### src/rtl/ttl_bus_pkg.sv
// ttl_bus_pkg: shared types and helpers for the 74x153 bus arbiter.
//   state_t  - arbiter FSM state encoding
//   NUM_SRC  - number of bus requesters (one per mux input)
//   onehot4  - converts a source index to a one-hot grant vector
package ttl_bus_pkg;

    localparam int unsigned NUM_SRC = 4;
    localparam int unsigned IDX_W   = 2;
    localparam int unsigned BURST_W = 8;
    localparam int unsigned TURN_W  = 4;

    typedef enum logic [1:0] {
        IDLE       = 2'd0,
        GRANT      = 2'd1,
        TURNAROUND = 2'd2
    } state_t;

    function automatic logic [NUM_SRC-1:0] onehot4(input logic [IDX_W-1:0] idx);
        return NUM_SRC'(1) << idx;
    endfunction

endpackage

### src/rtl/rr_pick4.sv
// rr_pick4: combinational rotating-priority encoder.
//   req     - request vector, bit i = source i
//   ptr     - previous owner; search starts at ptr+1 and ends at ptr
//   winner  - index of the first set request in search order
//   any_req - at least one request is set
module rr_pick4
    import ttl_bus_pkg::*;
(
    input  logic [NUM_SRC-1:0] req,
    input  logic [IDX_W-1:0]   ptr,
    output logic [IDX_W-1:0]   winner,
    output logic               any_req
);

    logic [IDX_W-1:0] w_idx;

    // Walk from lowest to highest priority so the highest-priority hit is written last.
    always_comb begin
        winner = '0;
        w_idx  = '0;
        for (int i = NUM_SRC; i >= 1; i--) begin
            w_idx = ptr + IDX_W'(i);
            if (req[w_idx]) begin
                winner = w_idx;
            end
        end
    end

    assign any_req = |req;

endmodule

### src/rtl/ttl_mux_arbiter.sv
// ttl_mux_arbiter: round-robin owner of a shared 74x153 dual 4:1 mux stage.
//   clk      - rising-edge clock
//   reset    - asynchronous active-high reset
//   req      - level requests, bit i selects mux input i
//   sel_a    - mux select LSB (pin a)
//   sel_b    - mux select MSB (pin b)
//   enable_n - active-low strobe to both g pins
//   grant    - one-hot grant, zero when nobody owns the bus
//   busy     - high in GRANT or TURNAROUND
module ttl_mux_arbiter
    import ttl_bus_pkg::*;
#(
    parameter int unsigned MAX_BURST   = 8,
    parameter int unsigned TURN_CYCLES = 1
)
(
    input  logic               clk,
    input  logic               reset,
    input  logic [NUM_SRC-1:0] req,
    output logic               sel_a,
    output logic               sel_b,
    output logic               enable_n,
    output logic [NUM_SRC-1:0] grant,
    output logic               busy
);

    // MAX_BURST = 0 means unlimited: the counter just parks at all-ones.
    localparam bit                 BURST_LIMITED = (MAX_BURST != 0);
    localparam logic [BURST_W-1:0] BURST_LAST    = (MAX_BURST == 0) ? '1 : BURST_W'(MAX_BURST - 1);
    localparam logic [TURN_W-1:0]  TURN_LAST     = TURN_W'(TURN_CYCLES - 1);

    state_t               r_state;
    logic [IDX_W-1:0]     r_ptr;
    logic [IDX_W-1:0]     r_sel;
    logic [BURST_W-1:0]   r_burst;
    logic [TURN_W-1:0]    r_turn;
    logic [NUM_SRC-1:0]   r_grant;
    logic                 r_enable_n;
    logic                 r_busy;

    state_t               w_state_nxt;
    logic [IDX_W-1:0]     w_ptr_nxt;
    logic [IDX_W-1:0]     w_sel_nxt;
    logic [BURST_W-1:0]   w_burst_nxt;
    logic [TURN_W-1:0]    w_turn_nxt;
    logic [NUM_SRC-1:0]   w_grant_nxt;
    logic                 w_enable_n_nxt;
    logic                 w_busy_nxt;
    logic [IDX_W-1:0]     w_winner;
    logic                 w_any_req;

    rr_pick4 u_pick (
        .req     (req),
        .ptr     (r_ptr),
        .winner  (w_winner),
        .any_req (w_any_req)
    );

    // State, pointer, counters and registered outputs.
    always_ff @(posedge clk or posedge reset) begin
        if (reset) begin
            r_state    <= IDLE;
            r_ptr      <= 2'd3;
            r_sel      <= '0;
            r_burst    <= '0;
            r_turn     <= '0;
            r_grant    <= '0;
            r_enable_n <= 1'b1;
            r_busy     <= 1'b0;
        end else begin
            r_state    <= w_state_nxt;
            r_ptr      <= w_ptr_nxt;
            r_sel      <= w_sel_nxt;
            r_burst    <= w_burst_nxt;
            r_turn     <= w_turn_nxt;
            r_grant    <= w_grant_nxt;
            r_enable_n <= w_enable_n_nxt;
            r_busy     <= w_busy_nxt;
        end
    end

    // Next state; the owner is always r_ptr while in GRANT.
    always_comb begin
        w_state_nxt = r_state;
        w_ptr_nxt   = r_ptr;
        w_sel_nxt   = r_sel;
        w_burst_nxt = r_burst;
        w_turn_nxt  = r_turn;
        case (r_state)
            IDLE: begin
                if (w_any_req) begin
                    w_state_nxt = GRANT;
                    w_ptr_nxt   = w_winner;
                    w_sel_nxt   = w_winner;
                    w_burst_nxt = '0;
                end
            end
            GRANT: begin
                w_burst_nxt = (r_burst == BURST_LAST) ? r_burst : r_burst + 8'd1;
                if (!req[r_ptr] || (BURST_LIMITED && (r_burst == BURST_LAST))) begin
                    w_state_nxt = TURNAROUND;
                    w_turn_nxt  = '0;
                end
            end
            TURNAROUND: begin
                if (r_turn == TURN_LAST) begin
                    if (w_any_req) begin
                        w_state_nxt = GRANT;
                        w_ptr_nxt   = w_winner;
                        w_sel_nxt   = w_winner;
                        w_burst_nxt = '0;
                    end else begin
                        w_state_nxt = IDLE;
                    end
                end else begin
                    w_turn_nxt = r_turn + 4'd1;
                end
            end
            default: begin
                w_state_nxt = IDLE;
            end
        endcase
    end

    // Output decode of the next state; select lines hold through gaps via r_sel.
    always_comb begin
        w_grant_nxt    = '0;
        w_enable_n_nxt = 1'b1;
        w_busy_nxt     = 1'b0;
        if (w_state_nxt == GRANT) begin
            w_grant_nxt    = onehot4(w_ptr_nxt);
            w_enable_n_nxt = 1'b0;
        end
        if (w_state_nxt != IDLE) begin
            w_busy_nxt = 1'b1;
        end
    end

    assign sel_a    = r_sel[0];
    assign sel_b    = r_sel[1];
    assign enable_n = r_enable_n;
    assign grant    = r_grant;
    assign busy     = r_busy;

endmodule

### config.mk
export PLATFORM = sky130hd
export DESIGN_NAME = ttl_mux_arbiter
export DESIGN_NICKNAME = d
export VERILOG_FILES = /design/src/rtl/ttl_bus_pkg.sv /design/src/rtl/rr_pick4.sv /design/src/rtl/ttl_mux_arbiter.sv
export SDC_FILE = /design/constraint.sdc
export NUM_CORES = 1
export LEC_CHECK = 0
export CAP_MARGIN = 20
export CORE_MARGIN = 2
export CORE_UTILIZATION = 54
export CTS_BUF_LIST = sky130_fd_sc_hd__clkbuf_4 sky130_fd_sc_hd__clkbuf_8 sky130_fd_sc_hd__clkbuf_16
export DETAILED_ROUTE_END_ITERATION = 6
export GPL_TIMING_DRIVEN = 0
export PLACE_DENSITY_LB_ADDON = 0.12
export SYNTH_ARGS = -nofsm -noshare
export SYNTH_HDL_FRONTEND = slang
export SYNTH_HIERARCHICAL = 1
export SYNTH_SLANG_ARGS = --single-unit
### constraint.sdc
create_clock -name clk -period 2.2 [get_ports clk]
set_input_delay 0.44 -clock clk [delete_from_list [all_inputs] [get_ports clk]]
set_output_delay 0.44 -clock clk [all_outputs]
set_load 0.1 [all_outputs]
# [After elaboration in Yosys (flattened, before gate mapping)]
# Index checks and enable logic that the tools add are counted.
[totals] reg_bits=24 in_bits=6 out_inout_bits=8 wordCells=71
[classes] n_addsub=5 n_lt_le_gt_ge=4 eq_ne=8 shift=1 muxes=33 n_reduce_logical=12
[op_table] operator="2-to-1 mux 8 bit" n=3
[op_table] operator="one-hot mux 8 bit (3 select lines)" n=1
[op_table] operator="2-to-1 mux 2 bit" n=11
[op_table] operator="< comparator 2 x 3 -> 1 bit (second input constant)" n=4
[op_table] operator="2-to-1 mux 4 bit" n=3
[op_table] operator="adder 8 x 1 -> 8 bit (second input constant)" n=1
[op_table] operator="binary-select mux 1 bit (select 2 bit)" n=4
[op_table] operator="equality test 8 x 3 -> 1 bit (second input constant)" n=1
[op_table] operator="inequality test 2 bit (second input constant)" n=4
[op_table] operator="one-hot mux 2 bit (2 select lines)" n=2
[op_table] operator="one-hot mux 4 bit (2 select lines)" n=1
[op_table] operator="2-to-1 mux 1 bit" n=7
[op_table] operator="one-hot mux 2 bit (3 select lines)" n=1
[op_table] operator="AND reduction 3 bit" n=2
[op_table] operator="nonzero test 2 bit" n=3
[op_table] operator="adder 2 bit (second input constant)" n=2
[op_table] operator="adder 4 x 1 -> 4 bit (second input constant)" n=1
[op_table] operator="equality test 2 x 1 -> 1 bit (second input constant)" n=2
[op_table] operator="logical NOT 4 bit" n=1
[op_table] operator="OR reduction 4 bit" n=1
[op_table] operator="<< shifter 1 x 2 -> 4 bit (first input constant)" n=1
[op_table] operator="nonzero test 3 bit" n=1
[op_table] operator="adder 2 x 1 -> 2 bit (second input constant)" n=1
[op_table] operator="equality test 2 bit (second input constant)" n=1
[op_table] operator="4 further kinds" n=4

# [Logic depth before layout (Yosys ltp)]
# Gate-level depths: netlist of run 1.
[depth] depth_word=11 mapped_depth=8 mapped_depth_nobuf=6

# [By module]
# Netlist of run 1, hierarchy kept.
[by_module_without_submodules] mod="ttl_mux_arbiter" n_inst=1 cells_per_inst=111 area_per_inst_um2=1166.1 seq_area_each_um2=604.3
[by_module_without_submodules] mod="rr_pick4" n_inst=1 cells_per_inst=14 area_per_inst_um2=91.3 seq_area_each_um2=0.0

# [Least setup slack after synthesis of run 1]
# No wires, ideal clock.
[synth_path] path_kind="reg-to-reg" start="register r_turn[0]" end="register r_burst[3]" setup_time_ns=0.132 arrival_time_ns=1.675 required_time_ns=2.068 slack_ns=0.393 path_stages_with_launch=9 n_path_buf=2 period_less_slack_ns=1.807 cell_sequence="dfrtp_1 -> inv_1 -> ha_1 -> or3b_1 -> clkbuf_2 -> a211o_1 -> buf_2 -> o211ai_1 -> o31ai_1"
[synth_via] elab_chain_len=3
[synth_rtl] element="from (decl)" line="ttl_mux_arbiter.sv:36" rtl="logic [TURN_W-1:0] r_turn;"
[synth_rtl] element="from (signal assigned)" line="ttl_mux_arbiter.sv:75" rtl="r_turn <= w_turn_nxt;"
[synth_rtl] element="logical NOT 4 bit" line="ttl_mux_arbiter.sv:106" rtl="if (r_turn == TURN_LAST) begin"
[synth_rtl] element="inequality test 2 bit (no line)"
[synth_rtl] element="AND reduction 3 bit (no line)"
[synth_rtl] element="to (signal assigned)" line="ttl_mux_arbiter.sv:74" rtl="r_burst <= w_burst_nxt;"
[synth_rtl] element="to (decl)" line="ttl_mux_arbiter.sv:35" rtl="logic [BURST_W-1:0] r_burst;"
# Every way passes these cells.
# A chain may end at the register's enable or synchronous reset.

# [Worst setup path in the final report of run 1]
[layout_path] start="register r_enable_n (netlist: enable_n)" end="output enable_n"
[layout_rtl] element="from (decl)" line="ttl_mux_arbiter.sv:38" rtl="logic r_enable_n;"
[layout_rtl] element="from (signal assigned)" line="ttl_mux_arbiter.sv:77" rtl="r_enable_n <= w_enable_n_nxt;"
[layout_rtl] element="to (decl)" line="ttl_mux_arbiter.sv:22" rtl="output logic enable_n,"
# No word-level cell between the ends.

==> metrics.yaml, run 1 <==
yosys.area.top_type: "dfrtp_1"
first_global_vias: 973
clock_path_buffers: 2
syn_avg_cell_area_um2: 10.1
final-hold-violation-count: 0
post-cts-setup-buffer-count: 0
cp_top_family: "buffers and inverters"
ys_types: 39
slowest_stage: "dlygate4sd2_1"
synthAdderAreaFrac_pct: 2.99
synth_edf_count: 0
cts_tree: "built"
hold_class: "flip-flop to flip-flop"
fin_cells: 170
grt_pass1_wl_um: 4170
setup_viol: 0
vdd_ir_drop_max_v: 0.000951
relSlewSlack_pct: 36.4
rsz0062_at_grt: "false"
async_flop_share_pct: 100
fp.dieW_um: 52.3
die_h_um: 52.3
cts.sinks: 24
r2r_start: "r_turn[0]$_DFFE_PP0P_"
path_clk_slew_ns: 0.14
ys.flop_type: "dfrtp_1"
tightest_slew_ns: 0.959
synth_top_family_by_area: "simple AND/OR/NAND/NOR gates"
r2r-end: "r_ptr[1]$_DFF_PP1_"
ys_ff_latch: 24
critPathKind: "flip-flop to primary output"
path_buf_inv: 1
hpwl_um: 1840
r2r_slack_ns: 0.16
netlist_instances: 125
io_buffers: 13
finalMaxSlewViolations: 0
cp.required_ns: 1.76
muxShareOfSynthArea_pct: 3.38
crit_fanout: 1
cts_buffers: 3
period_minus_slack_ns: 2.12
min_to: "r_sel[1]$_DFFE_PP0P_"
gp_congestion: 0.760
clock_skew_ns: 0.0139
vias: 939
synth-compound-area-share_pct: 16.6
netlist.area_leader.share_pct: 41.8
setup_ws_ns: 0.0832
grt_antenna_before_repair: 0
wl_per_cell_um: 14.7
drc: 0
total_leakage_power_nw: 0.678
yosysSeqAreaShare_pct: 48.1
p_per_area_nw_per_um2: 1510
via_per_inst: 5.52
crit_path_start_kind: "flip-flop"
first_pass_iters: 4
synth_xor_area_share_pct: 4.18
syn-num-nets: 134
hold_buffers: 0
ant_nets: 0
crit_path_cell_trace: "dlygate4sd2_1"
slowest_delay_ns: 0.84
wl_um: 2490
final_nets: 152
num_antenna_cells: 0
cp-end-kind: "primary output"
core_area_um2: 2210
yosys-top-cells-area: "dfrtp_1 (42%), dfstp_2 (6.3%), nand2_1 (5.7%)"
worstPathArrival_ns: 1.68
dieArea_um2: 2730
yosys.area_share.simple_pct: 21.6
drt_first_iter_violations: 22
syn_to_final_growth_pct: 15.3
ctsRootBufferMaster: "clkbuf_4"
timing.hold.ws_ns: 0.500
place_inst: 166
total_power_mw: 2.19
fin_util_pct: 65.6
num_rows: 17
pre_cts_ws_ns: -0.0190
clock_latency_ns: 0.32
synthTopCellsByCount: "dfrtp_1 (21), nand2_1 (19), nor2_1 (10)"
start_util_pct: 56.8
grt_overflow_total: 0
ioPinCount: 14
htree_levels: 1
grt_usage_pct: 21.3
min_period_over_period_pct: 96.2
holdPathStages: 2
grt_max_degree: 25
status: "finished clean"
synth_most_common_cell: "dfrtp_1"
fmax_mhz: 472
syn-cell-area_um2: 1260
drive_gt1_share_pct: 12.0
rr_worst_depth: 7
hp-start: "r_sel[1]$_DFFE_PP0P_"
drv_cap: 0
yosysWarningCount: 6
==> registers in the layout, indices dropped and copies added, names as in the netlist <==
signal	cells
r_ptr	2
r_turn	4
busy	1
r_state	2
r_burst	8
enable_n	1
r_sel	2
grant	4
==> worst max-delay path by stage <==
stage	from	endpoint	slack, ns	cells past startpoint
2_1_floorplan	r_turn[0]$_DFFE_PP0P_	r_burst[3]$_DFFE_PP0P_	0.39	8
3_3_place_gp	req[1]	r_ptr[1]$_DFF_PP1_	0.08	7
3_5_place_dp	req[0]	r_ptr[1]$_DFF_PP1_	-0.02	7
4_1_cts	r_turn[0]$_DFFE_PP0P_	r_ptr[1]$_DFF_PP1_	0.02	7
5_1_grt	r_turn[0]$_DFFE_PP0P_	r_ptr[1]$_DFF_PP1_	0.01	7
6_report	enable_n$_DFF_PP1_	enable_n	0.08	1
==> power breakdown <==
part	internal (mW)	switching (mW)
logic	0.330	0.910
registers	0.605	0.133
clock network	0.0832	0.131
==> metal layers <==
layer	global-route usage, %	vias to the layer above	wire length [µm]	part of all wire (%)
met3	2.57	4	66	2.6
met5	0	-	0	0
met4	8.97	0	36	1.4
met1	25.0	445	1130	45
li1	-	470	-	-
met2	38.8	20	1260	51
==> per-stage QoR <==
step	area [µm²]	TNS, ns
after CTS	1440	0
final	1450	0
after global routing	1450	0
after floorplan	1260	0
after detailed placement	1420	-0.0190
after global placement	1420	0
==> logic make-up (layout without fill, tap and decap cells) <==
| logic type | after synthesis | in the layout |
|---|---|---|
| xor+xnor | 6 | 6 |
| buf+inv | 10 | 27 |
| fa+ha+maj | 3 | 3 |
| simple gates | 54 | 54 |
| compound gates | 25 | 25 |
| mux | 3 | 3 |
| flops | 24 | 24 |
==> repair_timing <==
item                       CTS  global route
gates cloned                 0             0
setup endpoints to repair    8            12
hold endpoints to repair     0             0
resized for setup            8             1
==> cell type report <==
class                           instances  area (µm²)
Timing Repair Buffer                   13         120
Sequential cell                        24         604
Tap cell                               28        35.0
Clock buffer                            4        30.0
Buffer                                  3        13.8
Inverter                                7        26.3
Fill cell                             199         762
Multi-Input combinational cell         91         621
==> cell usage in the layout, fill, tap and decap left out, types with 2 or more instances in the layout <==
| master | instances |
|---|---|
| a211oi_1 | 2 |
| clkbuf_4 | 4 |
| clkdlybuf4s50_1 | 5 |
| nand2b_1 | 4 |
| nand2_1 | 19 |
| dfstp_2 | 3 |
| ha_1 | 3 |
| o21ai_0 | 4 |
| dfrtp_1 | 21 |
| nand3_1 | 9 |
| xnor2_1 | 3 |
| nand4_1 | 2 |
| xor2_1 | 3 |
| mux2i_1 | 2 |
| and2b_1 | 2 |
| o211ai_1 | 2 |
| dlygate4sd2_1 | 8 |
| a21oi_1 | 6 |
| inv_1 | 7 |
| nand3b_1 | 2 |
| nor2_1 | 10 |
Note: power is estimated with default switching activity, not from simulation.
==> run 2: changes to the inputs <==
--- a/config.mk
+++ b/config.mk
@@ -11,6 +11,7 @@
 export CTS_BUF_LIST = sky130_fd_sc_hd__clkbuf_4 sky130_fd_sc_hd__clkbuf_8 sky130_fd_sc_hd__clkbuf_16
 export DETAILED_ROUTE_END_ITERATION = 6
 export GPL_TIMING_DRIVEN = 0
+export MAX_ROUTING_LAYER = met4
 export PLACE_DENSITY_LB_ADDON = 0.12
 export SYNTH_ARGS = -nofsm -noshare
 export SYNTH_HDL_FRONTEND = slang
==> constraint.sdc (replaced) <==
create_clock -name clk -period 1.95 [get_ports clk]
set_input_delay 0.39 -clock clk [delete_from_list [all_inputs] [get_ports clk]]
set_output_delay 0.39 -clock clk [all_outputs]
set_load 0.1 [all_outputs]
==> run 2 against run 1 <==
Sequential power rose by 12%. Highest routed layer unchanged. First-iteration DRC count is 23% lower. Register-to-register slack worse by 0.08 ns. Non-clock buffer count grew 4. Combinational power up 23%. Hold slack gained 0.0069 ns. Cell area up 3.4%. Global-route usage up 1.3 points. Wire length up 4.9%.
==> metrics.yaml, run 2 (synthesized netlist as in run 1, its figures left out) <==
r2r_start: "r_ptr[0]$_DFF_PP1_"
wl_per_cell_um: 15.0  # +2.4%
hpwl_um: 1840  # unchanged
setup.worst_path.start: "r_sel[0]$_DFFE_PP0P_"
grt_usage_pct: 22.5  # +1.3 points
num_rows: 17  # unchanged
drv_cap: 0  # unchanged
fp.dieW_um: 52.3  # unchanged
final_common_cell: "dfrtp_1"
critPathKind: "flip-flop to primary output"
cts_tree: "built"
cp-end-kind: "primary output"
cp_top_family: "buffers and inverters"
final_cell_mix: "dfrtp_1 (21), nand2_1 (19), nor2_1 (10), nand3_1 (9), inv_1 (7)"
drive_gt1_share_pct: 16.4  # +4.5 points
cp_num_cells: 1  # unchanged
place_inst: 166  # unchanged
grt_max_degree: 25  # unchanged
first_global_vias: 999  # +2.7%
hold_buffers: 0  # unchanged
largest_reg_flops: 8  # unchanged
cts.sinks: 24  # unchanged
via_per_inst: 5.53  # +0.20%
path_buf_inv: 1  # unchanged
first_pass_iters: 4  # unchanged
r2r_slack_ns: 0.08  # -0.08 ns
cp.required_ns: 1.56  # -0.20 ns
r2r-end: "r_turn[1]$_DFFE_PP0P_"
period_minus_slack_ns: 1.91
timing.hold.ws_ns: 0.506  # +0.00687 ns
io_buffers: 13  # unchanged
clock_path_buffers: 2  # unchanged
fin_util_pct: 67.8  # +2.2 points
hold_class: "flip-flop to flip-flop"
fmax_mhz: 523
clock_skew_ns: 0.0121  # -0.00177 ns
grt_overflow_total: 0  # unchanged
crit_end: "sel_a"
gp_congestion: 0.770  # +1.3%
ctsRootBufferMaster: "clkbuf_4"
crit_path_cell_trace: "clkdlybuf4s15_1"
core_area_um2: 2210  # unchanged
relSlewSlack_pct: 36.4  # about the same
multiInputGateArea_um2: 626  # +0.81%
tightest_slew_ns: 0.958  # -0.0000415 ns
dieArea_um2: 2730  # unchanged
vdd_ir_drop_max_v: 0.00111  # +17%
htree_levels: 1  # unchanged
design_area_um2: 1500  # +3.4%
setup_tns_ns: 0  # unchanged
setup_ws_ns: 0.0377  # -0.0455 ns
syn_to_final_growth_pct: 19.2
grt_antenna_before_repair: 0  # unchanged
vias: 963  # +2.6%
cts_buffers: 3  # unchanged
slowest_stage: "clkdlybuf4s15_1"
hp-start: "r_sel[1]$_DFFE_PP0P_"
slowest_delay_ns: 0.82  # -0.02 ns
ant_nets: 0  # unchanged
drt_first_iter_violations: 17  # -23%
fill_cells: 191  # -4.0%
p_per_area_nw_per_um2: 1740  # +15%
ioPinCount: 14  # unchanged
crit_fanout: 2  # +1
final_nets: 156  # +2.6%
regArea_um2: 604  # unchanged
clock_latency_ns: 0.32  # about the same
total_leakage_power_nw: 0.696  # +2.7%
drc: 0  # unchanged
total_power_mw: 2.60  # +19%
crit_path_start_kind: "flip-flop"
min_period_over_period_pct: 98.1
wl_um: 2610  # +4.9%
placed_area_um2: 1420  # unchanged
top_register: "r_burst"
setup_viol: 0  # unchanged
die_h_um: 52.3  # unchanged
status: "finished clean"
finalMaxSlewViolations: 0  # unchanged
fin_cells: 174  # +2.4%
path_clk_slew_ns: 0.14  # about the same
pre_cts_ws_ns: -0.219  # -0.200 ns
start_util_pct: 56.8  # unchanged
grt_pass1_wl_um: 4300  # +3.1%
worstPathArrival_ns: 1.52  # -0.16 ns
final-hold-violation-count: 0  # unchanged
num_antenna_cells: 0  # unchanged
rr_worst_depth: 4  # -3
run 2: how the worst min path moves through the flow:
stage / end / slack, ns / depth (start not counted)
final: r_sel[1]$_DFFE_PP0P_ / 0.51 / 2
after detailed placement: r_sel[1]$_DFFE_PP0P_ / 0.47 / 2
after CTS: r_sel[1]$_DFFE_PP0P_ / 0.51 / 2
after global placement: r_sel[0]$_DFFE_PP0P_ / 0.46 / 2
after floorplan: busy$_DFF_PP0_ / 0.40 / 1
after global routing: r_sel[1]$_DFFE_PP0P_ / 0.56 / 2
run 2: area by class of cell:
type,count,area share [%]
buffer,2,1.00
clock buffer,4,2.00
inverter,7,1.75
multi-input combinational,91,41.7
sequential,24,40.3
tap,28,2.34
timing repair buffer,18,10.9
run 2: layer usage:
metal	vias to the layer above	track usage [%]	part of all wire, %
met2	12	40.1	51
met1	468	26.0	45
met5	-	-	0
li1	479	-	-
met3	4	2.57	2.3
met4	0	8.97	1.4
run 2: what timing repair did:
| item | CTS | global route |
|---|---|---|
| setup buffers | 4 | 1 |
| pin swaps | 1 | 0 |
| setup endpoints to repair | 22 | 10 |
| gates resized for setup | 12 | 6 |
run 2: where the power goes:
group | leakage, nW | internal, mW | switching, mW
logic | 0.370 | 0.474 | 1.06
registers | 0.308 | 0.683 | 0.144
clock network | 0.0184 | 0.0939 | 0.149
total | 0.696 | 1.25 | 1.35
==> RTL change 1, RTL diff (settings of run 2) <==
The package constant `NUM_SRC` goes from 4 to 5.
--- a/src/rtl/ttl_bus_pkg.sv
+++ b/src/rtl/ttl_bus_pkg.sv
@@ -5,5 +5,5 @@
 package ttl_bus_pkg;
 
-    localparam int unsigned NUM_SRC = 4;
+    localparam int unsigned NUM_SRC = 5;
     localparam int unsigned IDX_W   = 2;
     localparam int unsigned BURST_W = 8;
Ports: changed (resized grant and req); port bits go from 14 to 16. The function was not compared with the original's and may differ.
==> RTL change 1 against run 2 <==
  * Clock power rose by 47%
  * Wire length fell by 2.8%
  * Count of clock-buffer cells in the layout fell by 1
  * Sequential cell count did not move
  * Final area rose by 3.7%
  * Power rose by 4.8%
  * Setup slack improved by 0.0079 ns
  * Synthesized area rose by 1.2%
  * Final cell count rose by 3.4%
  * Critical path type unchanged
  * Critical endpoint is now sel_b
==> RTL change 1: results (changes against run 2) <==
Status: completed
Layout fillers: 182 (-4.7%)
End point of the critical path: sel_b
WL final: 2541 um (-2.8%)
Reg2reg start: r_turn[1]$_DFFE_PP0P_
Reg2reg end: r_burst[7]$_DFFE_PP0P_
Number of diodes: 0 (unchanged)
Max incr delay on CP: 0.82 ns (about the same)
Slew @ Worst Pin: 0.9646 ns (+0.006109 ns)
Ranking of synthesized cells by area: dfrtp_1 41%, nand2_1 6.5%, dfstp_2 6.2%
First-pass GRT wire length: 4464 um (+3.9%)
LEAKAGE: 0.7106 nW (+2.1%)
Final nets: 163 (+4.5%)
Total track usage: 22.87% (+0.32 points)
Crit-path leading delay family: buffers and inverters
DR vias/cell: 5.594 (+1.1%)
Post-CTS setup buffers: 7 (+3)
# port buffers: 14 (+1)
Worst slack, placed: -0.3108 ns (-0.09185 ns)
Fin Hold WS: 0.4919 ns (-0.01451 ns)
Post-Synth XOR/XNOR Area: 4.130% (-0.049 points)
Cell variety after synth: 40 (+2.6%)
Setup ws final: 0.04560 ns (+0.007925 ns)
Vias in the first global route: 1049 (+5.0%)
Hold depth: 2 (unchanged)
Post-synthesis mux area share: 3.343% (-0.040 points)
HP Start: r_sel[0]$_DFFE_PP0P_
Initial DRC count: 14 (-3)
CP Max Fanout: 2 (unchanged)
R2R cell count: 6 (+2)
Layout Skew: 0.005873 ns (-0.006240 ns)
Post_cts resized: 17 (+5)
Flop2flop setup slack: 0.10 ns (+0.02 ns)
Hold Path Sink: r_sel[0]$_DFFE_PP0P_
Drt first pass iters: 4 (unchanged)
Worst setup path startpoint: r_sel[1]$_DFFE_PP0P_
DP Cell Count: 171 (+3.0%)
Synth cell count leaders: 22 x nand2_1, 21 x dfrtp_1, 8 x nand3_1, 8 x nor2_1
Root Buffer: clkbuf_4
Final Non-Filler Cells: 180 (+3.4%)
Post-synthesis compound-gate area fraction: 15.34% (-1.3 points)
Placed Instance Area: 1448 um2 (+1.8%)
Share of post-route cells with drive strength above 1: 17.11% (+0.67 points)
DP HPWL: 1873 um (+1.9%)
Synth Area per Inst: 9.864 um2 (-1.9%)
Post-synthesis adder-cell area fraction: 2.950% (-0.035 points)
CP max-delay cell: clkdlybuf4s15_1
Pin count of the biggest net entering global routing: 25 (unchanged)
Peak supply drop: 1.181 mV (+6.0%)
Placer Congestion: 0.8241 (+7.0%)
Net Count, Synth: 139 (+3.7%)
Register area share after synthesis: 47.49% (-0.57 points)
==> RTL change 1: cell count changes after synthesis, sizes merged, moves of 2 or more <==
| cell | change |
|---|---|
| o32ai | -2 |
| or3 | +2 |
| buf | +2 |
| nand2 | +3 |
| o31ai | +2 |
==> RTL change 1: cell type report <==
class	instances	area [um2]	share of cell area (%)
sequential	24	604.3	38.89
clock inverter	1	30.03	1.932
buffer	3	15.01	0.9662
clock buffer	3	22.52	1.449
inverter	6	22.52	1.449
timing repair buffer	21	187.7	12.08
tap	28	35.03	2.254
multi-input combinational	94	636.9	40.98
==> RTL change 1: power breakdown <==
group          leakage [nW]  internal [mW]  total, mW  switching, mW
clock network        0.0279          0.208      0.357          0.149
logic                 0.375          0.480       1.55           1.07
registers             0.308          0.682      0.828          0.146
total                 0.711           1.37       2.73           1.36
==> RTL change 1: per-layer routing <==
metal	vias to the layer above	GRT usage [%]	part of all wire (%)
met4	0	9.829	1.5
li1	491	-	-
met3	4	2.857	2.8
met2	16	38.96	53
met1	496	27.17	43
met5	-	-	0
==> RTL change 2, RTL diff (flow settings as in run 2) <==
Without the edit above. Re-encode `state_t` (3 states) as one-hot, 3 bits wide.
--- a/src/rtl/ttl_bus_pkg.sv
+++ b/src/rtl/ttl_bus_pkg.sv
@@ -10,8 +10,8 @@
     localparam int unsigned TURN_W  = 4;
 
-    typedef enum logic [1:0] {
-        IDLE       = 2'd0,
-        GRANT      = 2'd1,
-        TURNAROUND = 2'd2
+    typedef enum logic [2:0] {
+        IDLE       = 3'b001,
+        GRANT      = 3'b010,
+        TURNAROUND = 3'b100
     } state_t;
 
Function: same outputs for any inputs over 10 cycles, from zero or initial values and one cycle with reset high; not proved beyond that.
==> RTL change 2 against run 2 <==
  * Die area rose by 8.4%
  * Fmax rose by 0.61%
  * Setup slack improved by 0.012 ns
  * Synthesized area rose by 9.1%
  * Non-clock buffer count fell by 4
  * Power rose by 5.2%
  * Global-route usage fell by 1.8 points
  * Final area rose by 5.6%
  * Wire length fell by 2.3%
  * Sequential share of layout area fell by 0.48 points
  * Sequential cell count rose by 1
  * Sequential power rose by 9.8%
  * Critical endpoint unchanged
  * Largest cell class unchanged
  * Highest routed layer unchanged
==> RTL change 2: results (changes against run 2) <==
Hold depth: 2 (unchanged)
Number of diodes: 0 (unchanged)
CP Max Fanout: 2 (unchanged)
Layout fillers: 204 (+6.8%)
CTS sink cnt: 25 (+4.2%)
Synth cell count leaders: 21 x dfrtp_1, 12 x nand2_1, 11 x inv_1, 8 x nand3_1, 8 x nor2_1
Register area share after synthesis: 45.99% (-2.1 points)
Placed Instance Area: 1539 um2 (+8.2%)
Ranking of synthesized cells by area: dfrtp_1 38%, dfstp_2 7.7%, nand2_1 3.3%
Placer Congestion: 0.8066 (+4.7%)
Reg power frac: 33.2% (+1.4 points)
Total track usage: 20.70% (-1.8 points)
Peak supply drop: 1.369 mV (+23%)
Clock buffer depth: 2 (unchanged)
First-pass GRT wire length: 4284 um (-0.33%)
Flop2flop setup slack: 0.12 ns (+0.04 ns)
Register with the most flip-flops: r_burst
P_clk: 0.230 mW (-5%)
Worst slack, placed: -0.1639 ns (+0.05508 ns)
Final Non-Filler Cells: 184 (+5.7%)
Initial DRC count: 19 (+2)
DP Cell Count: 180 (+8.4%)
DP HPWL: 1897 um (+3.3%)
NetSw: 1.426 mW (+5.3%)
Hold WC Path Type: flip-flop to flip-flop
DR vias/cell: 5.902 (+6.6%)
Drt first pass iters: 4 (unchanged)
WL/cell: 13.88 um (-7.6%)
Cell variety after synth: 43 (+10%)
Share of post-route cells with drive strength above 1: 18.18% (+1.7 points)
Fin Hold WS: 0.5313 ns (+0.02487 ns)
LEAKAGE: 0.6750 nW (-3.1%)
PwrDens: 1731 nW/um2 (-0.41%)
Post-CTS setup buffers: 0 (-4)
Syn Inst Count: 137 (+9.6%)
Pin count of the biggest net entering global routing: 26 (+4.0%)
Final nets: 164 (+5.1%)
Crit-path leading delay family: buffers and inverters
Slew @ Worst Pin: 0.9479 ns (-0.01052 ns)
Ys async rst share: 100.0% (unchanged)
Net Count, Synth: 146 (+9.0%)
Register Area: 630.6 um2 (+4.3%)
Clock-pin slew on the worst setup and hold paths: 0.14 ns (about the same)
Vias in the first global route: 1028 (+2.9%)
Post_cts resized: 10 (-2)
Layout Skew: 0.007015 ns (-0.005097 ns)
Status: completed
R2R cell count: 7 (+3)
Max Freq: 526.1 MHz (+0.61%)
Max reg flops: 8 (unchanged)
[RTL change 2: cell types whose count changed after synthesis, sizes merged, moves of 3 or more]
cell and delta:
inv +4, a211oi -3, nand4 +3, nand2 -6
o21ai +6, nand2b +3
[RTL change 2: final cells by class]
type | instances | share of cell area (%)
Clock inverter | 1 | 0.3162
Buffer | 3 | 1.739
Multi-Input combinational cell | 98 | 43.48
Timing Repair Buffer | 13 | 8.221
Inverter | 11 | 2.609
Clock buffer | 3 | 1.423
Sequential cell | 25 | 39.84
Tap cell | 30 | 2.372
[RTL change 2: path summary, 6_finish.rpt]
check / from / to
setup / recovery: r_sel[0]$_DFFE_PP0P_ / sel_a
hold / removal: r_sel[1]$_DFFE_PP0P_ / r_sel[1]$_DFFE_PP0P_
setup reg to reg: r_turn[0]$_DFFE_PP0P_ / r_burst[0]$_DFFE_PP0P_
hold reg to reg: r_sel[1]$_DFFE_PP0P_ / r_sel[1]$_DFFE_PP0P_
max in group asynchronous: reset / busy$_DFF_PP0_
min in group asynchronous: reset / r_burst[2]$_DFFE_PP0P_
[RTL change 2: layer usage]
layer / share of wire [%] / vias up / track usage [%]
li1: - / 521 / -
met1: 44 / 538 / 25.87
met2: 51 / 23 / 32.33
met3: 3.8 / 4 / 3.279
met4: 1.1 / 0 / 10.83
met5: 0 / - / -
[RTL change 2: kinds of logic after synthesis]
| family | count (synthesis) | share of synthesized area (%) |
|---|---|---|
| AND/OR/NAND/NOR | 55 | 22.35 |
| AO/OA/AOI/OAI | 30 | 16.24 |
| flip-flops | 25 | 45.99 |
| buffers and inverters | 14 | 5.018 |
| XOR/XNOR | 6 | 3.832 |
| multiplexers | 4 | 3.832 |
| adder cells (fa/ha/maj) | 3 | 2.738 |
